===== config.mk =====
export PLATFORM = sky130hd
export DESIGN_NAME = mini_aie_host_link
export DESIGN_NICKNAME = d
export VERILOG_FILES = /design/src/rtl/mini_aie_host_link.sv
export SDC_FILE = /design/constraint.sdc
export NUM_CORES = 1
export LEC_CHECK = 0
export ABC_AREA = 1
export CORE_MARGIN = 2
export CORE_UTILIZATION = 43
export CTS_BUF_LIST = sky130_fd_sc_hd__clkbuf_4 sky130_fd_sc_hd__clkbuf_8
export CTS_CLUSTER_SIZE = 40
export DETAILED_ROUTE_END_ITERATION = 12
export PLACE_DENSITY_LB_ADDON = 0.1
export REMOVE_ABC_BUFFERS = 1
export SYNTH_ARGS = -nofsm -noshare
export SYNTH_HDL_FRONTEND = slang
export SYNTH_SLANG_ARGS = --single-unit

===== constraint.sdc =====
create_clock -name clk -period 1.2 [get_ports clk]
set_clock_uncertainty 0.1 [all_clocks]
set_input_delay 0.18 -clock clk [delete_from_list [all_inputs] [get_ports clk]]
set_output_delay 0.18 -clock clk [all_outputs]
set_load 0.005 [all_outputs]

===== src/rtl/mini_aie_host_link.sv =====
// mini_aie_host_link: host-side driver for the mini-AIE 2x2 tile pin protocol.
// Serializes 16-bit commands as four strobed nibbles on ui_in, and for START
// waits for the chip's result_valid pin and returns the result byte.
// Optional WAIT_RSP timeout: define MINI_AIE_HOST_TIMEOUT_EN.
module mini_aie_host_link #(
  parameter int unsigned STROBE_CYCLES  = 2,
  parameter int unsigned TIMEOUT_CYCLES = 1024
) (
  input  logic        clk,
  input  logic        rst_n,
  input  logic        cmd_valid,
  output logic        cmd_ready,
  input  logic [1:0]  cmd_op,
  input  logic [15:0] cmd_data,
  output logic [7:0]  ui_in_drv,
  input  logic [7:0]  uo_out_smp,
  input  logic [7:0]  uio_out_smp,
  output logic        rsp_valid,
  input  logic        rsp_ready,
  output logic [7:0]  rsp_data,
  output logic        rsp_err,
  output logic        busy
);

  // Phase counter must reach STROBE_CYCLES (the pins-to-zero tail of the last nibble).
  localparam int unsigned PH_W = $clog2(STROBE_CYCLES + 1);

  localparam logic [2:0] IDLE     = 3'd0;
  localparam logic [2:0] SETUP    = 3'd1;
  localparam logic [2:0] STROBE   = 3'd2;
  localparam logic [2:0] WAIT_RSP = 3'd3;
  localparam logic [2:0] RSP      = 3'd4;

  localparam logic [1:0] OP_NOP   = 2'b00;
  localparam logic [1:0] OP_START = 2'b11;

  // Reject parameter values outside the supported range at elaboration.
  if (STROBE_CYCLES < 1 || STROBE_CYCLES > 15 || TIMEOUT_CYCLES < 2) begin : g_param_check
    $error("mini_aie_host_link: illegal STROBE_CYCLES or TIMEOUT_CYCLES");
  end

  logic [2:0]      state, state_nxt;
  logic [1:0]      nib_idx, nib_nxt;
  logic [PH_W-1:0] phase, phase_nxt;
  logic [1:0]      op_q, op_nxt;
  logic [15:0]     data_q, data_nxt;
  logic [7:0]      rsp_data_nxt;
  logic            rsp_err_nxt;
  logic [7:0]      drive_c;
  logic [3:0]      nib_c;
  logic            last_nib;
  logic            sync1, sync2;
  logic            unused_uio;

`ifdef MINI_AIE_HOST_TIMEOUT_EN
  localparam int unsigned TO_W = $clog2(TIMEOUT_CYCLES);
  logic [TO_W-1:0] to_cnt, to_cnt_nxt;
`endif

  assign cmd_ready  = (state == IDLE);
  assign unused_uio = ^uio_out_smp[7:1];

  // Next-state, datapath and pin-drive decode.
  always_comb begin
    state_nxt    = state;
    nib_nxt      = nib_idx;
    phase_nxt    = phase;
    op_nxt       = op_q;
    data_nxt     = data_q;
    rsp_data_nxt = rsp_data;
    rsp_err_nxt  = rsp_err;
    drive_c      = 8'h00;
    last_nib     = (nib_idx == 2'd3);
    nib_c        = 4'(data_q >> {nib_idx, 2'b00});
`ifdef MINI_AIE_HOST_TIMEOUT_EN
    to_cnt_nxt   = to_cnt;
`endif
    case (state)
      IDLE: begin
        if (cmd_valid) begin
          op_nxt   = cmd_op;
          data_nxt = cmd_data;
          if (cmd_op != OP_NOP) begin
            state_nxt = SETUP;
            nib_nxt   = 2'd0;
            phase_nxt = '0;
          end
        end
      end
      SETUP: begin
        drive_c   = {2'b00, op_q, nib_c};
        state_nxt = STROBE;
        phase_nxt = '0;
      end
      STROBE: begin
        // Last nibble holds one extra phase so the pins read zero before leaving.
        if (phase != PH_W'(STROBE_CYCLES)) drive_c = {2'b01, op_q, nib_c};
        if (!last_nib && phase == PH_W'(STROBE_CYCLES - 1)) begin
          state_nxt = SETUP;
          nib_nxt   = nib_idx + 2'd1;
          phase_nxt = '0;
        end else if (last_nib && phase == PH_W'(STROBE_CYCLES)) begin
          state_nxt = (op_q == OP_START) ? WAIT_RSP : IDLE;
`ifdef MINI_AIE_HOST_TIMEOUT_EN
          to_cnt_nxt = '0;
`endif
        end else begin
          phase_nxt = phase + PH_W'(1);
        end
      end
      WAIT_RSP: begin
        if (sync2) begin
          rsp_data_nxt = uo_out_smp;
          rsp_err_nxt  = 1'b0;
          state_nxt    = RSP;
        end
`ifdef MINI_AIE_HOST_TIMEOUT_EN
        else if (to_cnt == TO_W'(TIMEOUT_CYCLES - 1)) begin
          rsp_data_nxt = 8'hFF;
          rsp_err_nxt  = 1'b1;
          state_nxt    = RSP;
        end else begin
          to_cnt_nxt = to_cnt + TO_W'(1);
        end
`endif
      end
      RSP: begin
        if (rsp_ready) state_nxt = IDLE;
      end
      default: state_nxt = IDLE;
    endcase
  end

  // State, datapath, synchronizer and registered outputs.
  always_ff @(posedge clk) begin
    if (!rst_n) begin
      state     <= IDLE;
      nib_idx   <= 2'd0;
      phase     <= '0;
      op_q      <= 2'b00;
      data_q    <= 16'h0000;
      ui_in_drv <= 8'h00;
      rsp_valid <= 1'b0;
      rsp_data  <= 8'h00;
      rsp_err   <= 1'b0;
      busy      <= 1'b0;
      sync1     <= 1'b0;
      sync2     <= 1'b0;
`ifdef MINI_AIE_HOST_TIMEOUT_EN
      to_cnt    <= '0;
`endif
    end else begin
      state     <= state_nxt;
      nib_idx   <= nib_nxt;
      phase     <= phase_nxt;
      op_q      <= op_nxt;
      data_q    <= data_nxt;
      ui_in_drv <= drive_c;
      rsp_valid <= (state_nxt == RSP);
      rsp_data  <= rsp_data_nxt;
      rsp_err   <= rsp_err_nxt;
      busy      <= (state_nxt != IDLE);
      sync1     <= uio_out_smp[0];
      sync2     <= sync1;
`ifdef MINI_AIE_HOST_TIMEOUT_EN
      to_cnt    <= to_cnt_nxt;
`endif
    end
  end

endmodule


==> results.md <==
* Switching power of the nets at 1.24 mW
* Largest net degree at the start of global routing at 15
* Max Slew Vio Count at 0
* Die H at 70 microns
* Max Root-Sink Buffers at 2
* Required @ worst endpoint at approximately 1.3 ns
* Worst-Margin Slew at 0.703 ns
* Routed WL at ~5000 microns
* Pre-Repair DR Iteration Count at 4
* Failing checks: negative setup slack
* Worst Hold End: sync1$_SDFF_PN0_
* Clock power share at 24.8%
* Int Pwr at 2.52 mW
* # fillers at approximately 350
* Starting Density at between 40% and 50%
* Synth warn at 0
* Core Box Area at between 4000 and 5000 sq um
* Pleak at ~1.3 nW
* Sink Count at 44
* Initial antenna violation count at 0
* Vias in the first global route at between 1500 and 2000
* Post-Syn Instances at about 240
* Remaining Overflow, GRT at 0
* Power Dens Cells at 1260 nW/um^2
* Max Cap Violations at 0
* Final #Nets at 355
* Synthesized area at about 1900 sq um
* Crit-path cells: clkdlybuf4s15_1 > o21ai_0 > inv_1 > nand3_4 > nand2_2 > nand2_2 > nand3_1
* Startpoint Class: input port
* Clock Latency Late Sink at around 0.3 ns
* Final Cycle Share at 110%
* Reg2Reg Setup Slack at -0.12 ns
* Critical R2R Launch: nib_idx[0]$_SDFFE_PN0P_
* FMAX at 0.756 GHz
* IO Port Bufs at between 40 and 50
* Gp weighted congestion at roughly 0.76
* Synth area leaders: dfxtp_1, a21oi_1, nand2_1, nand3_1, inv_1
* Worst path slowest cell: clkdlybuf4s15_1
* Critical Path AT at approximately 1.4 ns
* CP top delay family: buffers and inverters
* H-tree depth at 2
* RSZ-0062 raised after global routing: yes
* DP Wirelength at 3110 microns
* Antenna diodes at 0
* Clock slew at reported path FFs at 0.08 ns
* Minimum clock period at between 1 and 1.5 ns
* Critical path class: in -> reg
* Post-CTS Hold Fix Bufs at 0
* Antenna viol nets, final at 0
* Vias at 1836
* Routed WL per cell at between 10 and 15 microns
* Worst Reg2Reg Path Length in Cells at 6
* Crit path depth at 7
* Crit end category: register
* Yosys top cell by area: dfxtp_1
* Status: complete, but fails checks
* #FFs+latches synth at between 40 and 50
* Share of cells above drive strength 1 at 36.0%
* Chip width at roughly 70 microns
* Largest stage delay on the critical path at around 0.52 ns
* Average size of a mapped cell at roughly 7.7 sq um
* Slew margin rel. at between 50% and 60%
* TritonCTS clock tree: built
* Critical path's most frequent cell: nand2_2
* Final-report setup violation count at 40
* Row cnt at 24
* HP Start: uio_out_smp[0]
* Sequential power share at 43.9%
* Die area at approximately 4900 sq um
* Peak VDD IR at ~0.82 mV
* CTS Buf Count at 5
* Share of the synthesized area in the top cell type at between 40% and 50%
* Total track usage at 20.4%
* Via-per-instance ratio at ~5
* Worst R2R End: nib_idx[0]$_SDFFE_PN0P_
* Final WS setup at -0.123 ns
* Seq/Total Area, Yosys at 47.0%
* Distinct cells, synth at 28
* Top Ports at 58
* Switching portion of total power at 32.9%
* Worst hold stages at 3
* Worst path bufs/invs at 2
* DR iter-0 viols at slightly below 70
* Area of placed instances at about 2500 sq um
* Drt drc at 0
* First-pass GRT wire length at 8010 microns
* HP Class: in -> reg
* Clock root cell: clkbuf_8
* Max FO, Critical Path at 6
* Logic gate share of total power at roughly 31%
* Fin area at around 3000 sq um
* Synth-to-layout area growth at 59.1%
* Worst slack, placed at -0.373 ns
* Final hold viol count at 0
## cell usage after synthesis, drive strengths merged
library cell   n
nand3b         1
nand4          2
buf           10
a31oi          1
o31ai          1
inv           30
clkbuf         1
conb           1
a21oi         38
dfxtp         44
nor2          15
nand2         51
o21ai         22
ha             1
clkinv         2
nand3         23
## area by class of cell
type	instances	area, sq um	area share, %
inverters	32	129	4.33
clock buffers	5	68.8	2.31
flip-flops and latches	44	895	30.0
repair buffers	73	696	23.4
well taps	52	65.1	2.18
repair inverters	1	7.51	0.252
multi-input cells	159	1100	36.9
clock inverters	3	18.8	0.630
## what timing repair did
| item | 4_1_cts | 5_1_grt |
|---|---|---|
| pin swaps | 21 | 24 |
| buffers inserted | 6 | 0 |
| gates resized for setup | 77 | 41 |
| endpoints found under the setup margin | 59 | 42 |
| cloned | 3 | 0 |
## how the worst max path moves through the flow
| stage | from | endpoint | slack [ns] |
|---|---|---|---|
| finish | cmd_valid | busy$_SDFF_PN0_ | -0.12 |
| global route | nib_idx[1]$_SDFFE_PN0P_ | nib_idx[1]$_SDFFE_PN0P_ | -0.21 |
| CTS | state[0]$_SDFF_PN0_ | cmd_ready | -0.18 |
| detailed placement | rst_n | ui_in_drv[1]$_SDFF_PN0_ | -0.37 |
| global placement | rst_n | ui_in_drv[1]$_SDFF_PN0_ | -0.33 |
| floorplan | state[2]$_SDFF_PN0_ | data_q[10]$_SDFFE_PN0P_ | -0.13 |
## layer usage
metal	part of all wire [%]	vias to the layer above	GRT usage [%]
li1	-	933	-
met1	42	843	23.4
met2	53	49	37.4
met3	4.3	11	5.48
met4	1.5	0	4.91
met5	0	-	0
## stage by stage
| stage | std cells | hold slack (ns) | total power, mW | setup TNS, ns | util (%) |
|---|---|---|---|---|---|
| floorplan | 233 | 0.173 | 2.10 | -2.33 | - |
| global placement | 355 | 0.292 | 2.52 | -7.58 | 59.6 |
| detailed placement | 355 | 0.312 | 2.53 | -9.65 | 59.6 |
| CTS | 372 | 0.294 | 3.69 | -4.15 | 67.1 |
| global route | 369 | 0.327 | 3.97 | -5.63 | 69.9 |
| finish | 369 | 0.298 | 3.76 | -2.42 | 69.9 |
## cell usage in the layout (no fill, tap or decap), types with 2 or more instances in the layout
cell type        Yosys  final
nand2_2              2     11
o21ai_4              0      5
nand2_1             44     34
clkdlybuf4s50_1      0     28
a21oi_1             36     17
nor2_4               1      4
dlygate4sd2_1        0     18
clkbuf_8             0      5
clkinvlp_4           0      2
nand4_1              2      2
o21ai_1              4      3
nand3_1             22     20
dfxtp_1             44     33
inv_2                4      3
o21ai_0             17      8
nand2_8              0      3
nand2_4              5      5
a21oi_2              2     21
conb_1               1      2
dfxtp_2              0     11
buf_6                1      6
inv_1               26     25
o21ai_2              1      6
buf_12               0      2
buf_4                4     16
inv_4                0      2
nand3_4              0      3
clkinv_2             1      2
nor2_1              13      9
## logic make-up (layout without fill, tap and decap cells)
logic type / count (synthesis) / in the layout / share of synthesized area [%]
AO/OA/AOI/OAI: 62 / 62 / 17.6
adder cells (fa/ha/maj): 1 / 1 / 0.668
buffers and inverters: 43 / 114 / 10.2
flip-flops: 44 / 44 / 47.0
other: 1 / 2 / 0.200
AND/OR/NAND/NOR: 92 / 94 / 24.2
## power groups by stage
stage          Clock (mW)  Combinational, mW  Sequential (mW)
3_5_place_dp            0              0.856             1.67
4_1_cts             0.962               1.09             1.64
5_1_grt              1.03               1.28             1.66
6_report            0.934               1.18             1.65
3_3_place_gp            0              0.850             1.67
2_1_floorplan           0              0.430             1.67
## tightest hold or removal path, cell delays in order
cell and delay (ns):
clkdlybuf4s50_1 0.39, nand2_1 0.06, inv_1 0.03
## registers in the layout, summed over array words and instances, names as in the netlist
signal,count
rsp_data,8
op_q,2
ui_in_drv,7
busy,1
data_q,16
rsp_valid,1
state,3
sync1,1
phase,2
sync2,1
nib_idx,2
No activity file was read; power rests on OpenSTA's default activity.
